$ cat src/rtl/eth_pkg.sv
// Shared constants, CRC-32 parameters and FSM state type
// for the Ethernet preamble stripper.
package eth_pkg;

   localparam logic [7:0]  PREAMBLE_BYTE = 8'h55;
   localparam logic [7:0]  SFD_BYTE      = 8'hD5;
   localparam logic [31:0] CRC32_POLY    = 32'hEDB88320;
   localparam logic [31:0] CRC32_INIT    = 32'hFFFFFFFF;
   localparam logic [31:0] CRC32_RESIDUE = 32'hDEBB20E3;

   typedef enum logic [1:0] {
      HUNT,
      PREAMBLE,
      PAYLOAD,
      DROP
   } state_t;

endpackage

$ cat src/rtl/eth_crc32_byte.sv
// Combinational reflected CRC-32 update by one byte
// (LSB-first, no final inversion).
import eth_pkg::*;

module eth_crc32_byte (
   input  logic [31:0] i_crc,
   input  logic [7:0]  i_data,
   output logic [31:0] o_crc
);

   logic [31:0] w_c;

   always_comb begin
      w_c = i_crc ^ {24'h0, i_data};
      for (int i = 0; i < 8; i++) begin
         w_c = w_c[0] ? ((w_c >> 1) ^ CRC32_POLY) : (w_c >> 1);
      end
      o_crc = w_c;
   end

endmodule

$ cat src/rtl/strip_preamble.sv
// Strips preamble/SFD from an AXI-Stream byte stream; define
// STRIP_PREAMBLE_FCS_CHECK_EN to hold back and verify the 4-byte FCS.
import eth_pkg::*;

module strip_preamble #(
   parameter int MIN_PREAMBLE_BYTES = 1
) (
   input  logic       clock,
   input  logic       reset,
   input  logic [7:0] saxis_tdata,
   input  logic       saxis_tvalid,
   output logic       saxis_tready,
   input  logic       saxis_tlast,
   input  logic       saxis_tuser,
   output logic [7:0] maxis_tdata,
   output logic       maxis_tvalid,
   input  logic       maxis_tready,
   output logic       maxis_tlast,
   output logic       maxis_tuser,
   output logic       frame_dropped
);

   state_t     r_state;
   logic [7:0] r_cnt;
   logic       r_drop;
   logic       r_mvalid;
   logic [7:0] r_mdata;
   logic       r_mlast;
   logic       r_muser;
   logic       w_acc;
   logic       w_is_pre;
   logic       w_is_sfd;

`ifdef STRIP_PREAMBLE_FCS_CHECK_EN
   logic [31:0] r_fcs;
   logic [2:0]  r_fcnt;
   logic [31:0] r_crc;
   logic [31:0] w_crc_next;

   eth_crc32_byte u_crc (
      .i_crc  (r_crc),
      .i_data (saxis_tdata),
      .o_crc  (w_crc_next)
   );
`endif

   // Outside PAYLOAD nothing is emitted, so input is never stalled.
   assign saxis_tready = (r_state != PAYLOAD) || !r_mvalid || maxis_tready;
   assign w_acc        = saxis_tvalid && saxis_tready;
   assign w_is_pre     = (saxis_tdata == PREAMBLE_BYTE);
   assign w_is_sfd     = (saxis_tdata == SFD_BYTE);

   assign maxis_tdata   = r_mdata;
   assign maxis_tvalid  = r_mvalid;
   assign maxis_tlast   = r_mlast;
   assign maxis_tuser   = r_muser;
   assign frame_dropped = r_drop;

   always_ff @(posedge clock or posedge reset) begin
      if (reset) begin
         r_state  <= HUNT;
         r_cnt    <= 8'd0;
         r_drop   <= 1'b0;
         r_mvalid <= 1'b0;
         r_mdata  <= 8'h00;
         r_mlast  <= 1'b0;
         r_muser  <= 1'b0;
`ifdef STRIP_PREAMBLE_FCS_CHECK_EN
         r_fcs    <= 32'h0;
         r_fcnt   <= 3'd0;
         r_crc    <= CRC32_INIT;
`endif
      end else begin
         r_drop <= 1'b0;
         if (r_mvalid && maxis_tready) begin
            r_mvalid <= 1'b0;
         end
         if (w_acc) begin
            unique case (r_state)
               HUNT: begin
                  if (saxis_tlast) begin
                     r_drop <= 1'b1;
                  end else if (w_is_pre) begin
                     r_state <= PREAMBLE;
                     r_cnt   <= 8'd1;
                  end else begin
                     r_state <= DROP;
                     r_drop  <= 1'b1;
                  end
               end
               PREAMBLE: begin
                  if (saxis_tlast) begin
                     r_state <= HUNT;
                     r_drop  <= 1'b1;
                  end else if (w_is_pre) begin
                     if (r_cnt != 8'hFF) begin
                        r_cnt <= r_cnt + 8'd1;
                     end
                  end else if (w_is_sfd &&
                               (int'(r_cnt) >= MIN_PREAMBLE_BYTES)) begin
                     r_state <= PAYLOAD;
`ifdef STRIP_PREAMBLE_FCS_CHECK_EN
                     r_crc   <= CRC32_INIT;
                     r_fcnt  <= 3'd0;
`endif
                  end else begin
                     r_state <= DROP;
                     r_drop  <= 1'b1;
                  end
               end
               PAYLOAD: begin
`ifdef STRIP_PREAMBLE_FCS_CHECK_EN
                  // r_fcs[7:0] is the oldest byte held back.
                  r_crc <= w_crc_next;
                  r_fcs <= {saxis_tdata, r_fcs[31:8]};
                  if (r_fcnt == 3'd4) begin
                     r_mvalid <= 1'b1;
                     r_mdata  <= r_fcs[7:0];
                     r_mlast  <= saxis_tlast;
                     r_muser  <= saxis_tlast &&
                                 (saxis_tuser ||
                                  (w_crc_next != CRC32_RESIDUE));
                  end else begin
                     r_fcnt <= r_fcnt + 3'd1;
                  end
                  if (saxis_tlast) begin
                     r_state <= HUNT;
                     r_fcnt  <= 3'd0;
                     if (r_fcnt != 3'd4) begin
                        r_drop <= 1'b1;
                     end
                  end
`else
                  r_mvalid <= 1'b1;
                  r_mdata  <= saxis_tdata;
                  r_mlast  <= saxis_tlast;
                  r_muser  <= saxis_tlast && saxis_tuser;
                  if (saxis_tlast) begin
                     r_state <= HUNT;
                  end
`endif
               end
               DROP: begin
                  if (saxis_tlast) begin
                     r_state <= HUNT;
                  end
               end
               default: r_state <= HUNT;
            endcase
         end
      end
   end

endmodule

$ cat config.mk
export PLATFORM = sky130hd
export DESIGN_NAME = strip_preamble
export DESIGN_NICKNAME = d
export VERILOG_FILES = /design/src/rtl/eth_pkg.sv /design/src/rtl/eth_crc32_byte.sv /design/src/rtl/strip_preamble.sv
export SDC_FILE = /design/constraint.sdc
export NUM_CORES = 1
export LEC_CHECK = 0
export ABC_CLOCK_PERIOD_IN_PS = 1800
export CAP_MARGIN = 10
export CORE_MARGIN = 1
export CORE_UTILIZATION = 44
export DETAILED_ROUTE_END_ITERATION = 10
export PLACE_DENSITY = 0.75
export SLEW_MARGIN = 30
export SYNTH_ARGS = -nofsm -noshare
export SYNTH_HDL_FRONTEND = slang
export SYNTH_SLANG_ARGS = --single-unit
$ cat constraint.sdc
create_clock -name clock -period 1.8 [get_ports clock]
set_clock_uncertainty 0.2 [all_clocks]
set_input_delay 0.18 -clock clock [delete_from_list [all_inputs] [get_ports clock]]
set_output_delay 0.18 -clock clock [all_outputs]
set_load 0.02 [all_outputs]
# ---- After elaboration in Yosys (flattened, before gate mapping)
# Index checks and enable logic that the tools add are counted.
dict set report op_classes {
  add_sub_neg 1
  n_mux 23
  reduce_logical 13
  n_eq_ne 14
  magnitude_cmp 1
}
# op count
set ops {}
lappend ops {{8-bit 2-to-1 mux} 5}
lappend ops {{8-bit case mux with 2 select lines} 1}
lappend ops {{2-bit != test (second input constant)} 6}
lappend ops {{1-bit 2-to-1 mux} 10}
lappend ops {{2-bit 2-to-1 mux} 5}
lappend ops {{8-bit by 1-bit adder with 8-bit output (second input constant)} 1}
lappend ops {{8-bit by 7-bit equality test with 1-bit output (second input constant)} 1}
lappend ops {{8-bit equality test (second input constant)} 1}
lappend ops {{8-bit by 1-bit >= comparator with 1-bit output (second input constant)} 1}
lappend ops {{8-bit != test (second input constant)} 1}
lappend ops {{7-bit AND reduction} 1}
lappend ops {{2-bit case mux with 3 select lines} 1}
lappend ops {{2-bit equality test (second input constant)} 2}
lappend ops {{1-bit logical AND} 4}
lappend ops {{4-bit AND reduction} 1}
lappend ops {{3-bit != test (second input constant)} 1}
lappend ops {{2-bit by 1-bit equality test with 1-bit output (second input constant)} 1}
lappend ops {{2-bit logical NOT} 1}
lappend ops {{1-bit logical OR} 2}
lappend ops {{2-bit by 1-bit != test with 1-bit output (second input constant)} 1}
lappend ops {{1-bit case mux with 2 select lines} 1}
lappend ops {{2-bit AND reduction} 1}
lappend ops {{2-bit nonzero test} 1}
lappend ops {{2-bit OR reduction} 1}
lappend ops {{1-bit logical NOT} 1}
dict set report word_totals {
  inputBits 14
  elab_cells 59
  out_inout_bits 13
  register_bits 22
}

# ---- Logic depth before layout (Yosys ltp)
# Gate-level depths: netlist of the first run.
dict set report depth {
  ltp_word 7
  depth_mapped 6
  mapped_depth_nobuf 6
}

# ---- Worst setup path before layout of the first run
# Ideal clock, no wire load.
dict set report synth_timing {
  path_type {reg-to-reg}
  start {register r_cnt[0]}
  end {register r_cnt[1]}
  setup_ns 0.123
  slack_ns 0.027
  period_less_slack_ns 1.773
  n_path_buf 0
  t_arrival_ns 1.450
  required_ns 1.477
  path_stages_with_launch 6
  cell_sequence {dfrtp_1 -> ha_1 -> nand3_1 -> or3_4 -> o21a_4 -> mux2i_1}
}
dict set report synth_between {
  elab_chain_len 5
  word_cells_on_any_way 8
  classes_between {add/sub: 1; eq/ne: 2; mux: 4; reduce/logical: 1}
}
# element line
set synth_rtl {}
lappend synth_rtl {{start, declared} strip_preamble.sv:24} ;# logic [7:0] r_cnt;
lappend synth_rtl {{start signal, assigned} strip_preamble.sv:97} ;# r_cnt <= r_cnt + 8'd1;
lappend synth_rtl {{8-bit by 1-bit adder with 8-bit output} strip_preamble.sv:97}
lappend synth_rtl {{8-bit 2-to-1 mux} strip_preamble.sv:96} ;# if (r_cnt != 8'hFF) begin
lappend synth_rtl {{8-bit 2-to-1 mux} strip_preamble.sv:95} ;# end else if (w_is_pre) begin
lappend synth_rtl {{8-bit 2-to-1 mux} strip_preamble.sv:92} ;# if (saxis_tlast) begin
lappend synth_rtl {{8-bit case mux with 2 select lines} strip_preamble.sv:79} ;# unique case (r_state)
# Several ways; a longest one is shown, not always the timed one. The select of a mux whose other input is x is not followed.
# A chain may end at the register's enable or synchronous reset.

# ---- Final worst setup path of the first run
dict set report layout_timing {
  start {register r_cnt[0]}
  end {register r_state[0]}
}
dict set report layout_between {
  elab_chain_len 6
}
# element line
set layout_rtl {}
lappend layout_rtl {{8-bit by 1-bit >= comparator with 1-bit output} strip_preamble.sv:100} ;# (int'(r_cnt) >= MIN_PREAMBLE_BYTES)) begin
lappend layout_rtl {{1-bit logical AND} strip_preamble.sv:99} ;# end else if (w_is_sfd &&
lappend layout_rtl {{1-bit 2-to-1 mux} strip_preamble.sv:99}
lappend layout_rtl {{2-bit 2-to-1 mux} strip_preamble.sv:95}
lappend layout_rtl {{2-bit 2-to-1 mux} strip_preamble.sv:92}
lappend layout_rtl {{2-bit case mux with 3 select lines} strip_preamble.sv:79}
lappend layout_rtl {{end signal, assigned} strip_preamble.sv:84} ;# r_state <= PREAMBLE;
lappend layout_rtl {{end signal, assigned} strip_preamble.sv:93} ;# r_state <= HUNT;
lappend layout_rtl {{end signal, assigned} strip_preamble.sv:101} ;# r_state <= PAYLOAD;
lappend layout_rtl {{end, declared} strip_preamble.sv:23} ;# state_t r_state;
# No other way between the ends. The select of a mux whose other input is x is not followed.

==> out/summary.txt, run 1 <==
vias in the first global route = 1022
Num CTS Buffers = 3
post-DP HPWL = 2060 microns
Slew Viols, Final = 0
CTS Sinks = 22
Max clock buf depth = 2
fin util = 68.6%
aggregate negative setup slack = -0.0910 ns
DRC Markers = 0
most numerous cell in the Yosys netlist = dfrtp_1
DIE AREA = 2810 sq um
Final Power = 0.00141 W
Rel. slew slack = 76.3%
critical-path maximum fanout = 5
ys async rst share = 100%
antenna violations before repair = 0
Worst Setup End Kind = flip-flop
fraction of layout cells with a size suffix above 1 = 30.1%
GR Util All Layers = 22.0%
Rows = 18
synthesis-to-layout area growth = 48.4%
library cells used by synthesis = 32
First DRT Iteration DRCs = 16
Antenna Nets Post-Route = 0
Avg Inst Size Synth = 10.7 sq um
Die X = 53.0 microns
status = complete, but fails checks
Final Hold Fails = 0
routed len/inst = 14.7 microns
syn_nets = 124
Starting Density = 46.3%
fin crit share = 102%
DRT Pass-1 Iters = 4
reg-to-reg startpoint = r_cnt[0]
Seq/Total Area, Yosys = 48.0%
minimum clock period = 1.83 ns
H-Tree Depth = 1
largest net degree at the start of global routing = 23
drt total wl = 2740 microns
Crit Reg-Reg Endpoint = r_state[0]
Least-Margin Pin Slew = 0.352 ns
PnR worst setup slack = -0.0298 ns
first-pass GRT wire length = 4440 microns
Hold Path Class = in -> reg
Arrival @ worst endpoint = 1.88 ns
Reg clk slew, reported paths = 0.13 ns
Post-Syn Area = 1150 sq um
area of the core = 2480 sq um
Max Clock Freq = 546 MHz
Seq cells post-synth = 22
Synth Flop Type = dfrtp_1
final instance area = 1700 sq um
count of final setup violators = 5
RSZ-0062 raised after global routing = true
Root Driver = clkbuf_4
# diodes = 0
PD cells = 829 nW/um^2
failing checks = setup timing
peak supply drop = 0.710 mV
CP startpoint = r_cnt[0]
Synth warnings = 0
# port buffers = 26
Syn Inst Count = 107
area share of the largest cell type after synthesis = 48.0%
Setup CP Type = reg -> reg
die height = 53.0 microns
routability cong. = 0.853
EDFF count, synth = 0
Critical Path RT = 1.85 ns
worst setup path end = r_state[0]
hold path depth = 3
max cap viols = 0
Area contributors post-synth = dfrtp_1 (48%), mux2_2 (8.8%), ha_1 (3.3%)
Leak = 0.718 nW
Avg Vias per Cell = 5.48
Placement Setup Slack = -0.103 ns
Synth top cells by count = dfrtp_1 (22), mux2_2 (9), nand2_1 (7), inv_1 (6)
worst reg-to-reg path cell count = 5
Yosys top cell by area = dfrtp_1
vias post-DR = 1019
area post-placement = 1580 sq um
CP startpoint kind = flip-flop
# IOs = 27
global route overflow = 0
CTS tree = yes
final layout net count = 174
R2R Setup Slk = -0.03 ns
Clk Latency, worst-skew pair = 0.31 ns
-- what timing repair did --
action / CTS / global route
setup endpoints to repair: 11 / 11
resized for setup: 5 / 8
pin swaps: 5 / 5
hold buffers: 1 / 0
hold endpoints to repair: 22 / 0
buffers inserted: 1 / 1
-- how the worst min path moves through the flow --
stage	startpoint	endpoint	slack, ns
2_1_floorplan	reset	frame_dropped	-0.03
3_3_place_gp	maxis_tdata[1]	maxis_tdata[1]	0.29
3_5_place_dp	maxis_tdata[3]	maxis_tdata[3]	0.29
4_1_cts	saxis_tuser	maxis_tuser	0.23
5_1_grt	saxis_tuser	maxis_tuser	0.29
6_report	saxis_tuser	maxis_tuser	0.24
-- state kept, by name, summed over array words and instances (netlist names) --
signal,flops
frame_dropped,1
r_state,2
maxis_tdata,8
maxis_tlast,1
maxis_tvalid,1
r_cnt,8
maxis_tuser,1
-- power breakdown --
| part | leakage (nW) | internal (W) | switching (W) | total, W |
|---|---|---|---|---|
| Combinational | 0.428 | 0.000272 | 0.000232 | 0.000504 |
| Sequential | 0.269 | 0.000580 | 0.0000487 | 0.000629 |
| Clock | 0.0210 | 0.000124 | 0.000153 | 0.000276 |
-- worst max-delay path, cell delays in order, from the launching register on --
cell and delay (ns):
dfrtp_1 0.45, ha_2 0.20, or4b_4 0.50, o2111ai_4 0.23
nand2b_1 0.08, a21oi_1 0.11
-- cells by family (layout without fill, tap and decap cells) --
group,Yosys count,count (layout),synth area share [%]
adders and majority gates,3,3,3.28
muxes,10,10,9.72
and+or+nand+nor,43,43,23.8
buffers and inverters,8,57,2.73
AOI/OAI and AO/OA,21,21,12.4
DFF,22,22,48.0
-- routing by layer --
metal	GRT usage (%)	wire length [microns]	vias up
met5	0	0	-
met4	8.77	27	0
met3	6.32	171	4
met2	37.1	1380	39
met1	26.0	1170	483
li1	-	-	493
-- final cells by class --
type                    instances  area [sq um]
multi-input cells              77           621
well taps                      30          37.5
inverters                       6          22.5
flip-flops and latches         22           551
repair buffers                 47           433
clock buffers                   4          36.3
fillers                       202           777
-- placed cells by master, fill, tap and decap left out, drive strengths merged, types with 2 or more instances in the layout --
cell           count
clkbuf             4
nor2b              4
a41oi              2
clkdlybuf4s50     25
a221o              2
ha                 3
o21ai              6
and3               3
a31oi              5
nor2               5
nand3              4
buf               20
inv                6
mux2               9
nand2              7
nor3               3
nand2b             3
dfrtp             22
and4b              3
nor3b              4
a21oi              4
-- per-stage QoR --
| step | std cells | hold WS [ns] |
|---|---|---|
| after floorplan | 107 | -0.0308 |
| after global placement | 179 | 0.289 |
| after detailed placement | 179 | 0.295 |
| after CTS | 185 | 0.232 |
| after global routing | 186 | 0.288 |
| final | 186 | 0.238 |
(Power assumes the default switching activity.)
==> inputs of run 2 (changes only) <==
CORE_MARGIN = not set   (was 1)
==> results of run 2 <==
Final layout, timing and power as in run 1 (identical DEF).
